`config.mk`:
```
export PLATFORM = sky130hd
export DESIGN_NAME = sdram_arbiter
export DESIGN_NICKNAME = d
export VERILOG_FILES = /design/src/rtl/sdram_arbiter.sv
export SDC_FILE = /design/constraint.sdc
export NUM_CORES = 1
export LEC_CHECK = 0
export CELL_PAD_IN_SITES_DETAIL_PLACEMENT = 0
export CELL_PAD_IN_SITES_GLOBAL_PLACEMENT = 1
export CORE_UTILIZATION = 30
export CTS_CLUSTER_DIAMETER = 80
export DETAILED_ROUTE_END_ITERATION = 6
export GPL_TIMING_DRIVEN = 0
export PLACE_DENSITY_LB_ADDON = 0.05
export SYNTH_ARGS = -nofsm -noshare
export SYNTH_HDL_FRONTEND = slang
export SYNTH_SLANG_ARGS = --single-unit
export TNS_END_PERCENT = 30
```
`constraint.sdc`:
```
create_clock -name clk -period 2.6 [get_ports clk]
set_clock_uncertainty 0.15 [all_clocks]
set_input_delay 0.39 -clock clk [delete_from_list [all_inputs] [get_ports clk]]
set_output_delay 0.39 -clock clk [all_outputs]
set_load 0.02 [all_outputs]
```
`src/rtl/sdram_arbiter.sv`:
```
// Two-port front end for the SDRAM controller user port: fixed priority for
// port 0 with a bounded port-1 starvation window, one outstanding transaction.
module sdram_arbiter #(
  parameter int unsigned ADDR_W      = 23,
  parameter int unsigned DATA_W      = 32,
  parameter int unsigned MAX_STREAK  = 4,
  parameter int unsigned TIMEOUT_CYC = 1023
) (
  input  logic              clk,
  input  logic              rst,
  input  logic              req0_valid,
  input  logic              req0_rw,
  input  logic [ADDR_W-1:0] req0_addr,
  input  logic [DATA_W-1:0] req0_wdata,
  output logic              req0_ready,
  output logic              req0_rvalid,
  output logic [DATA_W-1:0] req0_rdata,
  input  logic              req1_valid,
  input  logic              req1_rw,
  input  logic [ADDR_W-1:0] req1_addr,
  input  logic [DATA_W-1:0] req1_wdata,
  output logic              req1_ready,
  output logic              req1_rvalid,
  output logic [DATA_W-1:0] req1_rdata,
  output logic [ADDR_W-1:0] ctrl_addr,
  output logic              ctrl_rw,
  output logic [DATA_W-1:0] ctrl_wdata,
  output logic              ctrl_in_valid,
  input  logic              ctrl_busy,
  input  logic [DATA_W-1:0] ctrl_rdata,
  input  logic              ctrl_out_valid,
  input  logic              err_clr,
  output logic              err_timeout,
  output logic              grant_id
);

  localparam int unsigned STREAK_W = 3;
  localparam int unsigned TMO_W    = 10;

  typedef enum logic [2:0] {
    IDLE     = 3'd0,
    ISSUE    = 3'd1,
    WAIT_ACK = 3'd2,
    WAIT_RD  = 3'd3,
    WAIT_WR  = 3'd4
  } state_t;

  state_t state, state_nxt;

  logic [STREAK_W-1:0] streak, streak_nxt;
  logic [TMO_W-1:0]    tmo_cnt, tmo_cnt_nxt;

  logic              arb, win, in_wait, tmo_hit, tmo_abort, rd_done, wr_done;
  logic [DATA_W-1:0] rd_value;

  logic [ADDR_W-1:0] ctrl_addr_nxt;
  logic              ctrl_rw_nxt, ctrl_in_valid_nxt;
  logic [DATA_W-1:0] ctrl_wdata_nxt;
  logic              req0_ready_nxt, req1_ready_nxt;
  logic              req0_rvalid_nxt, req1_rvalid_nxt;
  logic [DATA_W-1:0] req0_rdata_nxt, req1_rdata_nxt;
  logic              err_timeout_nxt, grant_id_nxt;

  // Arbitration and completion conditions shared by both combinational blocks
  always_comb begin
    arb       = (state == IDLE) && !ctrl_busy && (req0_valid || req1_valid);
    win       = req1_valid && (!req0_valid || (streak == STREAK_W'(MAX_STREAK)));
    in_wait   = (state == WAIT_ACK) || (state == WAIT_RD) || (state == WAIT_WR);
    rd_done   = ((state == WAIT_ACK) && ctrl_out_valid && !ctrl_rw) ||
                ((state == WAIT_RD) && ctrl_out_valid);
    wr_done   = (state == WAIT_WR) && !ctrl_busy;
    tmo_hit   = in_wait && (tmo_cnt == TMO_W'(TIMEOUT_CYC));
    // A genuine completion in the timeout cycle is honoured rather than aborted
    tmo_abort = tmo_hit && !rd_done && !wr_done;
  end

  always_ff @(posedge clk) begin
    if (rst) state <= IDLE;
    else     state <= state_nxt;
  end

  always_comb begin
    state_nxt = state;
    case (state)
      IDLE:     if (arb) state_nxt = ISSUE;
      ISSUE:    state_nxt = WAIT_ACK;
      WAIT_ACK: begin
        if (rd_done || tmo_abort) state_nxt = IDLE;
        else if (ctrl_busy)       state_nxt = ctrl_rw ? WAIT_WR : WAIT_RD;
      end
      WAIT_RD:  if (rd_done || tmo_abort) state_nxt = IDLE;
      WAIT_WR:  if (wr_done || tmo_abort) state_nxt = IDLE;
      default:  state_nxt = IDLE;
    endcase
  end

  // Next values of every registered output and of the internal counters
  always_comb begin
    ctrl_addr_nxt     = ctrl_addr;
    ctrl_rw_nxt       = ctrl_rw;
    ctrl_wdata_nxt    = ctrl_wdata;
    ctrl_in_valid_nxt = 1'b0;
    req0_ready_nxt    = 1'b0;
    req1_ready_nxt    = 1'b0;
    req0_rvalid_nxt   = 1'b0;
    req1_rvalid_nxt   = 1'b0;
    req0_rdata_nxt    = req0_rdata;
    req1_rdata_nxt    = req1_rdata;
    grant_id_nxt      = grant_id;
    err_timeout_nxt   = err_timeout & ~err_clr;
    streak_nxt        = streak;
    tmo_cnt_nxt       = tmo_cnt;
    rd_value          = rd_done ? ctrl_rdata : '0;

    if (arb) begin
      grant_id_nxt      = win;
      ctrl_rw_nxt       = win ? req1_rw    : req0_rw;
      ctrl_addr_nxt     = win ? req1_addr  : req0_addr;
      ctrl_wdata_nxt    = win ? req1_wdata : req0_wdata;
      ctrl_in_valid_nxt = 1'b1;
      req0_ready_nxt    = !win;
      req1_ready_nxt    = win;
      tmo_cnt_nxt       = '0;
      if (win || !req1_valid)    streak_nxt = '0;
      else if (streak != '1)     streak_nxt = streak + STREAK_W'(1);
    end

    if (in_wait) tmo_cnt_nxt = tmo_cnt + TMO_W'(1);
    if (tmo_abort) err_timeout_nxt = 1'b1;

    // An aborted read still answers its requester, with zero data
    if (rd_done || (tmo_abort && !ctrl_rw)) begin
      if (grant_id) begin
        req1_rvalid_nxt = 1'b1;
        req1_rdata_nxt  = rd_value;
      end else begin
        req0_rvalid_nxt = 1'b1;
        req0_rdata_nxt  = rd_value;
      end
    end
  end

  always_ff @(posedge clk) begin
    if (rst) begin
      ctrl_addr     <= '0;
      ctrl_rw       <= 1'b0;
      ctrl_wdata    <= '0;
      ctrl_in_valid <= 1'b0;
      req0_ready    <= 1'b0;
      req1_ready    <= 1'b0;
      req0_rvalid   <= 1'b0;
      req1_rvalid   <= 1'b0;
      req0_rdata    <= '0;
      req1_rdata    <= '0;
      grant_id      <= 1'b0;
      err_timeout   <= 1'b0;
      streak        <= '0;
      tmo_cnt       <= '0;
    end else begin
      ctrl_addr     <= ctrl_addr_nxt;
      ctrl_rw       <= ctrl_rw_nxt;
      ctrl_wdata    <= ctrl_wdata_nxt;
      ctrl_in_valid <= ctrl_in_valid_nxt;
      req0_ready    <= req0_ready_nxt;
      req1_ready    <= req1_ready_nxt;
      req0_rvalid   <= req0_rvalid_nxt;
      req1_rvalid   <= req1_rvalid_nxt;
      req0_rdata    <= req0_rdata_nxt;
      req1_rdata    <= req1_rdata_nxt;
      grant_id      <= grant_id_nxt;
      err_timeout   <= err_timeout_nxt;
      streak        <= streak_nxt;
      tmo_cnt       <= tmo_cnt_nxt;
    end
  end

endmodule

```
======== Word level (Yosys, flattened, before mapping) ========
Index checks and enable logic that the tools add are counted.
word-level totals
  logic and storage cells ................. 88
  output and inout port bits .............. 127
  bits of input ports ..................... 151
  flip-flop bits (word level) ............. 143
operators by class
  eq/ne operators ......................... 11
  muxes and demuxes ....................... 19
  add/subtract/negate cells ............... 2
  bitwise gates (word level) .............. 5
  reductions and logical operators ........ 36
operators by type and width
  cell                   count
  $mux 32                2
  $mux 3                 8
  $mux 23                1
  $mux 10                2
  $pmux 3 s5             1
  $logic_and 1x1->1      11
  $add 10x1->10 const B  1
  $eq 10x10->1 const B   1
  $logic_or 1x1->1       9
  $logic_not 1->1        7
  $eq 3x2->1 const B     2
  $eq 3x3->1 const B     2
  $reduce_and 2->1       3
  $mux 1                 5
  $ne 2x1->1 const B     2
  $not 1->1              4
  $reduce_and 4->1       1
  $reduce_bool 2->1      2
  $reduce_or 2->1        2
  $add 3x1->3 const B    1
  $eq 3x1->1 const B     1
  $logic_not 3->1        1
  $ne 3x2->1 const B     1
  $ne 3x3->1 const B     1
  other kinds (2)        2

======== Logic depth before layout (Yosys ltp) ========
Gate-level depths: netlist (run 1).
  depth in word-level cells ............... 11
  gate-level depth with buffers ........... 8
  mapped depth without buffers ............ 6

======== Least setup slack after synthesis (run 1) ========
Ideal clock, no wire load.
  path type ............................... register -> register
  start ................................... register streak[0]
  end ..................................... register ctrl_addr[0]
  period minus slack after synthesis ...... 1.866 ns
  slack ................................... 0.734 ns
  path buffers ............................ 2
  setup time .............................. 0.091 ns
  stages on the path, launching flop included .. 9
  arrival time ............................ 1.625 ns
  required time ........................... 2.359 ns
  path through ............................ dfxtp_1 > inv_1 > ha_1 > a21bo_2 > nand2_1 > buf_2 > clkbuf_1 > nand2_1 > a311oi_1
on the way
  longest elaborated chain between the ends .. 4
RTL lines
  what                      line  RTL
  start: declaration        50    logic [STREAK_W-1:0] streak, streak_nxt;
  start signal: assignment  172   streak <= streak_nxt;
  $eq 3x3->1                67    win = req1_valid && (!req0_valid || (streak == STREAK_W'(MAX_STREAK)));
  $logic_or 1x1->1          67
  $logic_and 1x1->1         67
  $mux 23                   118   ctrl_addr_nxt = win ? req1_addr : req0_addr;
  end signal: assignment    160   ctrl_addr <= ctrl_addr_nxt;
  end: declaration          25    output logic [ADDR_W-1:0] ctrl_addr,
Every way passes these cells.
A chain may end at the register's enable or synchronous reset.

======== Final worst setup path (run 1) ========
  start ................................... register streak[0]
  end ..................................... register ctrl_wdata[29]
on the way
  longest elaborated chain between the ends .. 4
RTL lines
  what                    line  RTL
  $eq 3x3->1              67
  $logic_or 1x1->1        67
  $logic_and 1x1->1       67
  $mux 32                 119   ctrl_wdata_nxt = win ? req1_wdata : req0_wdata;
  end signal: assignment  162   ctrl_wdata <= ctrl_wdata_nxt;
  end: declaration        27    output logic [DATA_W-1:0] ctrl_wdata,
Every way passes these cells.

==> out/qor.yml, run 1 <==
row_count: 54
grt_setup_unrepaired: "no"
drv_cap: 0
finalHoldViolCount: 0
numCtsBuffers: 17
grt_pass1_vias: 6873
worstSetupPathType: "reg2reg"
antenna_cells: 0
cts_setup_buffers: 0
timing.hold.ws_ps: 337
worst_ep_arrival_time_ps: 2520
portBuffers: 276
layout-drive-gt1-share: 0.0613
cp_top_family: "buffers and inverters"
cp-end-kind: "register"
yosysSeqAreaShare: 0.428
cp_cell_sequence: "inv_1, ha_1, a21boi_0, nor2_1, buf_2, clkbuf_1, nand2_1, a311oi_1"
synth-main-ff-cell: "dfxtp_1"
ir_drop_mv: 0.398
die_w_um: 151
synth_cell_types: 46
gp_congestion: 0.789
grt.total_usage: 0.215
grt_start_max_net_pins: 17
clock_path_buffers: 2
critPathBufInv: 3
cpMaxStageDelayCell: "clkbuf_1"
cts_hold_buf: 0
powerDensity_mw_per_mm2: 642
start_kind: "register"
ys_ff_latch: 143
maxSlewViolCount: 0
worstPathRequired_ps: 2790
post_drt_wl_per_cell_um: 17.3
synth-async-reset-ratio: 0
cts-root-buf: "clkbuf_16"
synth_most_common_cell: "nand2_1"
fin_crit_ps: 2330
overflow: 0
clk_latency_ps: 430
leakage_nw: 3.67
ctsResizeCount: 0
avgSynthCellArea_um2: 7.87
viasPerCell: 4.98
nNetsFinal: 1301
relSlewSlack: 0.596
antenna_found_initial: 0
syn_area_mm2: 0.00669
fp.dieH_um: 151
htreeDepth: 4
start_util: 0.307
numClockSinks: 143
io_pins: 278
path_depth: 8
ys_warn_count: 0
routed_wl_mm: 24.8
drc_errors: 0
grt_pass1_wl_mm: 37.6
drt_iter0_markers: 266
final_core_util: 0.478
crit_fanout: 10
netlist_instances: 851
synth_top_area_frac: 0.428
fmaxAchievable_mhz: 430
die_area_mm2: 0.0229
vias: 7165
cts_tree: "done"
synth-edff-count: 0
drtAntennaViolNets: 0
syn_to_final_growth_pct: 55.8
synth_common_cells: "nand2_1, dfxtp_1, nor2_1"
period_share: 0.894
synth_top_cell_by_area: "dfxtp_1"
finalSetupViolCount: 0
status: "complete, no violations"
hold_path_class: "reg2reg"
holdPathStages: 2
r2r_cells: 8
synth_nets: 1006
synthTopCellsByArea: "dfxtp_1, nand2_1, a311oi_1, nand3b_1, a21oi_1"
first_pass_iters: 5
tightest_slew_ps: 605
dp_hpwl_mm: 18.6
path_clk_slew_ps: 60
slowest_delay_ps: 410
coreArea_mm2: 0.0218
-- final timing paths --
kind | slack [ps] | endpoint | start
worst max-delay path | 270 | ctrl_wdata[29]$_SDFFE_PP0P_ | streak[0]$_SDFFE_PP0P_
worst min register to register | 340 | err_timeout$_SDFF_PP0_ | err_timeout$_SDFF_PP0_
worst max register to register | 270 | ctrl_wdata[29]$_SDFFE_PP0P_ | streak[0]$_SDFFE_PP0P_
worst min-delay path | 340 | err_timeout$_SDFF_PP0_ | err_timeout$_SDFF_PP0_
-- worst register-to-register path: stages (launching register included) --
cell and delay, ps:
dfxtp_1 320, inv_1 70, ha_1 180, a21boi_0 120
nor2_1 320, buf_2 300, clkbuf_1 410, nand2_1 120
a311oi_1 260
-- per-layer routing --
metal | global-route usage | wire, um | part of all wire | vias up
met4 | 0.0640 | 333 | 0.013 | 0
met2 | 0.362 | 11800 | 0.48 | 238
met3 | 0.0765 | 2230 | 0.090 | 25
li1 | - | - | - | 3603
met1 | 0.255 | 10400 | 0.42 | 3299
met5 | 0 | 0 | 0 | -
-- state kept, by name, indices dropped and copies added, names as in the netlist --
name	count
err_timeout	1
ctrl_in_valid	1
ctrl_addr	23
req1_rvalid	1
streak	3
req1_rdata	32
req1_ready	1
ctrl_rw	1
grant_id	1
ctrl_wdata	32
tmo_cnt	10
req0_ready	1
req0_rvalid	1
state	3
req0_rdata	32
-- report_power, final --
part / switching (W) / total, W / internal [W]
Combinational: 0.000809 / 0.00154 / 0.000734
Clock: 0.000993 / 0.00264 / 0.00165
Sequential: 0.000131 / 0.00252 / 0.00239
-- metrics by stage --
step                      cells  area (um^2)  worst slack, ps  TNS (ps)  total power, W
after floorplan             851         6690              734         0         0.00330
after global placement     1407         9810            -85.2     -1180         0.00413
after detailed placement   1407         9810             -102     -1510         0.00412
after CTS                  1438        10400              224         0         0.00677
after global routing       1438        10400             53.2         0         0.00700
final                      1438        10400              274         0         0.00670
-- layout by cell type, fill, tap and decap left out, types with 2 or more instances in the layout --
cell type,netlist,routed
clkdlybuf4s50_1,0,276
nand2_1,156,156
dfxtp_1,143,143
nor2_1,97,97
a21oi_1,83,83
nand3b_1,66,66
a311oi_1,59,59
clkbuf_1,41,42
o21ai_0,38,38
nor3b_1,32,32
buf_2,28,28
o21ai_1,28,28
clkbuf_16,0,17
nand2b_1,9,9
nand3_1,9,9
inv_1,5,5
o311ai_0,4,4
or4_1,4,4
buf_1,4,4
ha_1,4,4
clkinv_2,0,4
bufinv_16,0,4
or3_1,3,3
buf_4,3,3
o211ai_1,3,3
nor3_1,3,3
nand4_1,3,3
a21boi_0,2,2
and4_1,2,2
nor4_2,2,2
clkinvlp_4,0,2
clkbuf_8,0,2
-- area by class of cell --
class	count	area, um^2
fill	2216	11400
multi-input combinational	627	3480
sequential	143	2860
timing repair buffer	276	2760
clock buffer	20	457
tap	280	350
buffer	76	332
clock inverter	11	164
inverter	5	18.8
-- logic make-up after synthesis --
kind of cell    synth area share
flops                      0.428
mux                      0.00168
buf+inv                   0.0523
simple gates               0.304
compound gates             0.207
fa+ha+maj                0.00748
Power figures use the tool's default switching activity.
==> run 2, diff against run 1 <==
Settings changed: ABC_CLOCK_PERIOD_IN_PS set to 2600, CAP_MARGIN set to 0.
==> results of run 2 <==
Final layout, timing and power as in run 1 (identical DEF).
==> run 3, diff against run 2 <==
Settings changed: REMOVE_ABC_BUFFERS set to 1.
==> run 3 against run 2 <==
  * Total power is 2.3% higher
  * Core utilization is 0.19 points higher
  * Worst hold slack worse by 10 ps
  * Clock power is 7% higher
  * Via count is 4.3% lower
  * Non-clock buffer count is 62 lower
  * Die area stayed put
  * First-iteration DRC count is 6.8% higher
  * Register-to-register slack worse by 40 ps
  * Sequential cell count stayed put
  * Critical path type is now reg2out
  * Sequential share of layout area is 0.072 points lower
  * Largest power group unchanged
==> out/qor.yml, run 3 (synthesis results as in run 1) <==
cpMaxStageDelayCell: "clkdlybuf4s50_1"
maxSlewViolCount: 0
period_share: 0.947
status: "complete, no violations"
coreArea_mm2: 0.0218
dp_hpwl_mm: 15.5
mostFrequentLayoutCell: "clkdlybuf4s50_1"
hold_path_class: "in2reg"
timing.hold.ws_ps: 326
htreeDepth: 4
io_pins: 278
clock_path_buffers: 2
r2r-start: "state[2]$_SDFFE_PP0P_"
routed_wl_mm: 23.3
worst-r2r-setup-slack_ps: 230
overflow: 0
drtAntennaViolNets: 0
vias: 6856
fp.dieH_um: 151
grt_pass1_vias: 6574
die_area_mm2: 0.0229
grt.total_usage: 0.203
finalSetupViolCount: 0
fillers: 2164
leakage_nw: 3.62
cp-end-kind: "primary output"
worst_ep_arrival_time_ps: 1920
viasPerCell: 4.98
cts_hold_buf: 0
tightest_slew_ps: 1000
grt_start_max_net_pins: 125
final_cell_mix: "clkdlybuf4s50_1, nand2_1, dfxtp_1"
fin_crit_ps: 2460
clk_latency_ps: 420
final_core_util: 0.480
first_pass_iters: 4
nNetsFinal: 1241
relSlewSlack: 0.332
syn_to_final_growth_pct: 56.4
slowest_delay_ps: 640
post_drt_wl_per_cell_um: 16.9
drt_iter0_markers: 284
gp_congestion: 0.731
startpoint: "grant_id$_SDFFE_PP0P_"
worstSetupPathType: "reg2out"
antenna_found_initial: 1
start_util: 0.307
reg2reg_to: "ctrl_wdata[2]$_SDFFE_PP0P_"
numCtsBuffers: 17
cts_setup_buffers: 0
drv_cap: 0
portBuffers: 277
powerDensity_mw_per_mm2: 655
cp-endpoint: "grant_id"
layout-drive-gt1-share: 0.0546
grt_pass1_wl_mm: 36.0
die_w_um: 151
worstPathRequired_ps: 2060
row_count: 54
crit_fanout: 39
numClockSinks: 143
path_clk_slew_ps: 60
r2r_cells: 6
ir_drop_mv: 0.380
fmaxAchievable_mhz: 406
cp_cell_sequence: "buf_12, clkdlybuf4s50_1"
cts-root-buf: "clkbuf_16"
antenna_cells: 0
reg.largest.list: "ctrl_wdata x32, req0_rdata x32, req1_rdata x32"
cts_tree: "done"
finalHoldViolCount: 0
drc_errors: 0
grt_setup_unrepaired: "no"
start_kind: "register"
## run 3: changes by cell type in the layout (fill, tap and decap cells not counted), moves of 2 or more
cell	change
clkbuf_1	-41
nor4_4	+2
buf_16	+3
bufinv_16	+2
buf_8	+5
nor2_2	+2
buf_12	+5
buf_2	-28
buf_4	-3
buf_1	-4
nor4_2	-2
## run 3: per-stage QoR
step                setup TNS [ps]  setup WS, ps  area (um^2)  cells  power, W
finish                           0           138        10500   1378   0.00685
global route                     0          37.9        10500   1378   0.00719
CTS                              0          43.8        10500   1377   0.00695
detailed placement          -17910          -551         9790   1345   0.00408
global placement           -769220         -7410         9490   1332   0.00407
floorplan                   -71210          -892         6360    775   0.00322
## run 3: how the worst min path moves through the flow
stage / startpoint / endpoint / slack, ps / cells after the start
detailed placement: err_timeout$_SDFF_PP0_ / err_timeout$_SDFF_PP0_ / 330 / 2
finish: rst / err_timeout$_SDFF_PP0_ / 330 / 2
global route: rst / err_timeout$_SDFF_PP0_ / 330 / 2
global placement: err_timeout$_SDFF_PP0_ / err_timeout$_SDFF_PP0_ / 320 / 2
CTS: rst / err_timeout$_SDFF_PP0_ / 290 / 2
floorplan: streak[1]$_SDFFE_PP0P_ / streak[1]$_SDFFE_PP0P_ / 310 / 2
## run 3: repair_timing
item	in CTS	in global routing
pin swaps	1	1
cloned	1	1
setup endpoints to repair	18	17
resized for setup	1	0
## run 3: power by group
group | internal (W) | total [W] | leakage [nW] | switching, W
clock | 0.00184 | 0.00282 | 0.326 | 0.000972
combinational | 0.000730 | 0.00152 | 2.12 | 0.000789
sequential | 0.00239 | 0.00252 | 1.17 | 0.000135
total | 0.00496 | 0.00685 | 3.62 | 0.00190
## run 3: area by class of cell
type / count / area, um^2 / area share
Sequential cell: 143 / 2870 / 0.274
Tap cell: 280 / 350 / 0.0335
Clock buffer: 20 / 457 / 0.0436
Multi-Input combinational cell: 629 / 3530 / 0.338
Inverter: 5 / 18.8 / 0.00179
Timing Repair Buffer: 290 / 3030 / 0.290
Clock inverter: 11 / 211 / 0.0202
## run 3: worst max-delay path: cells and delay by family, from the launching register on
kind,cells,cell delay [ps]
flip-flops,1,580
buffers and inverters,2,900
## run 3: metal layers
layer	GRT usage	vias up	share of wire
met2	0.334	199	0.47
li1	-	3483	-
met5	0	-	0.00047
met1	0.241	3153	0.43
met4	0.0505	2	0.014
met3	0.0846	19	0.090
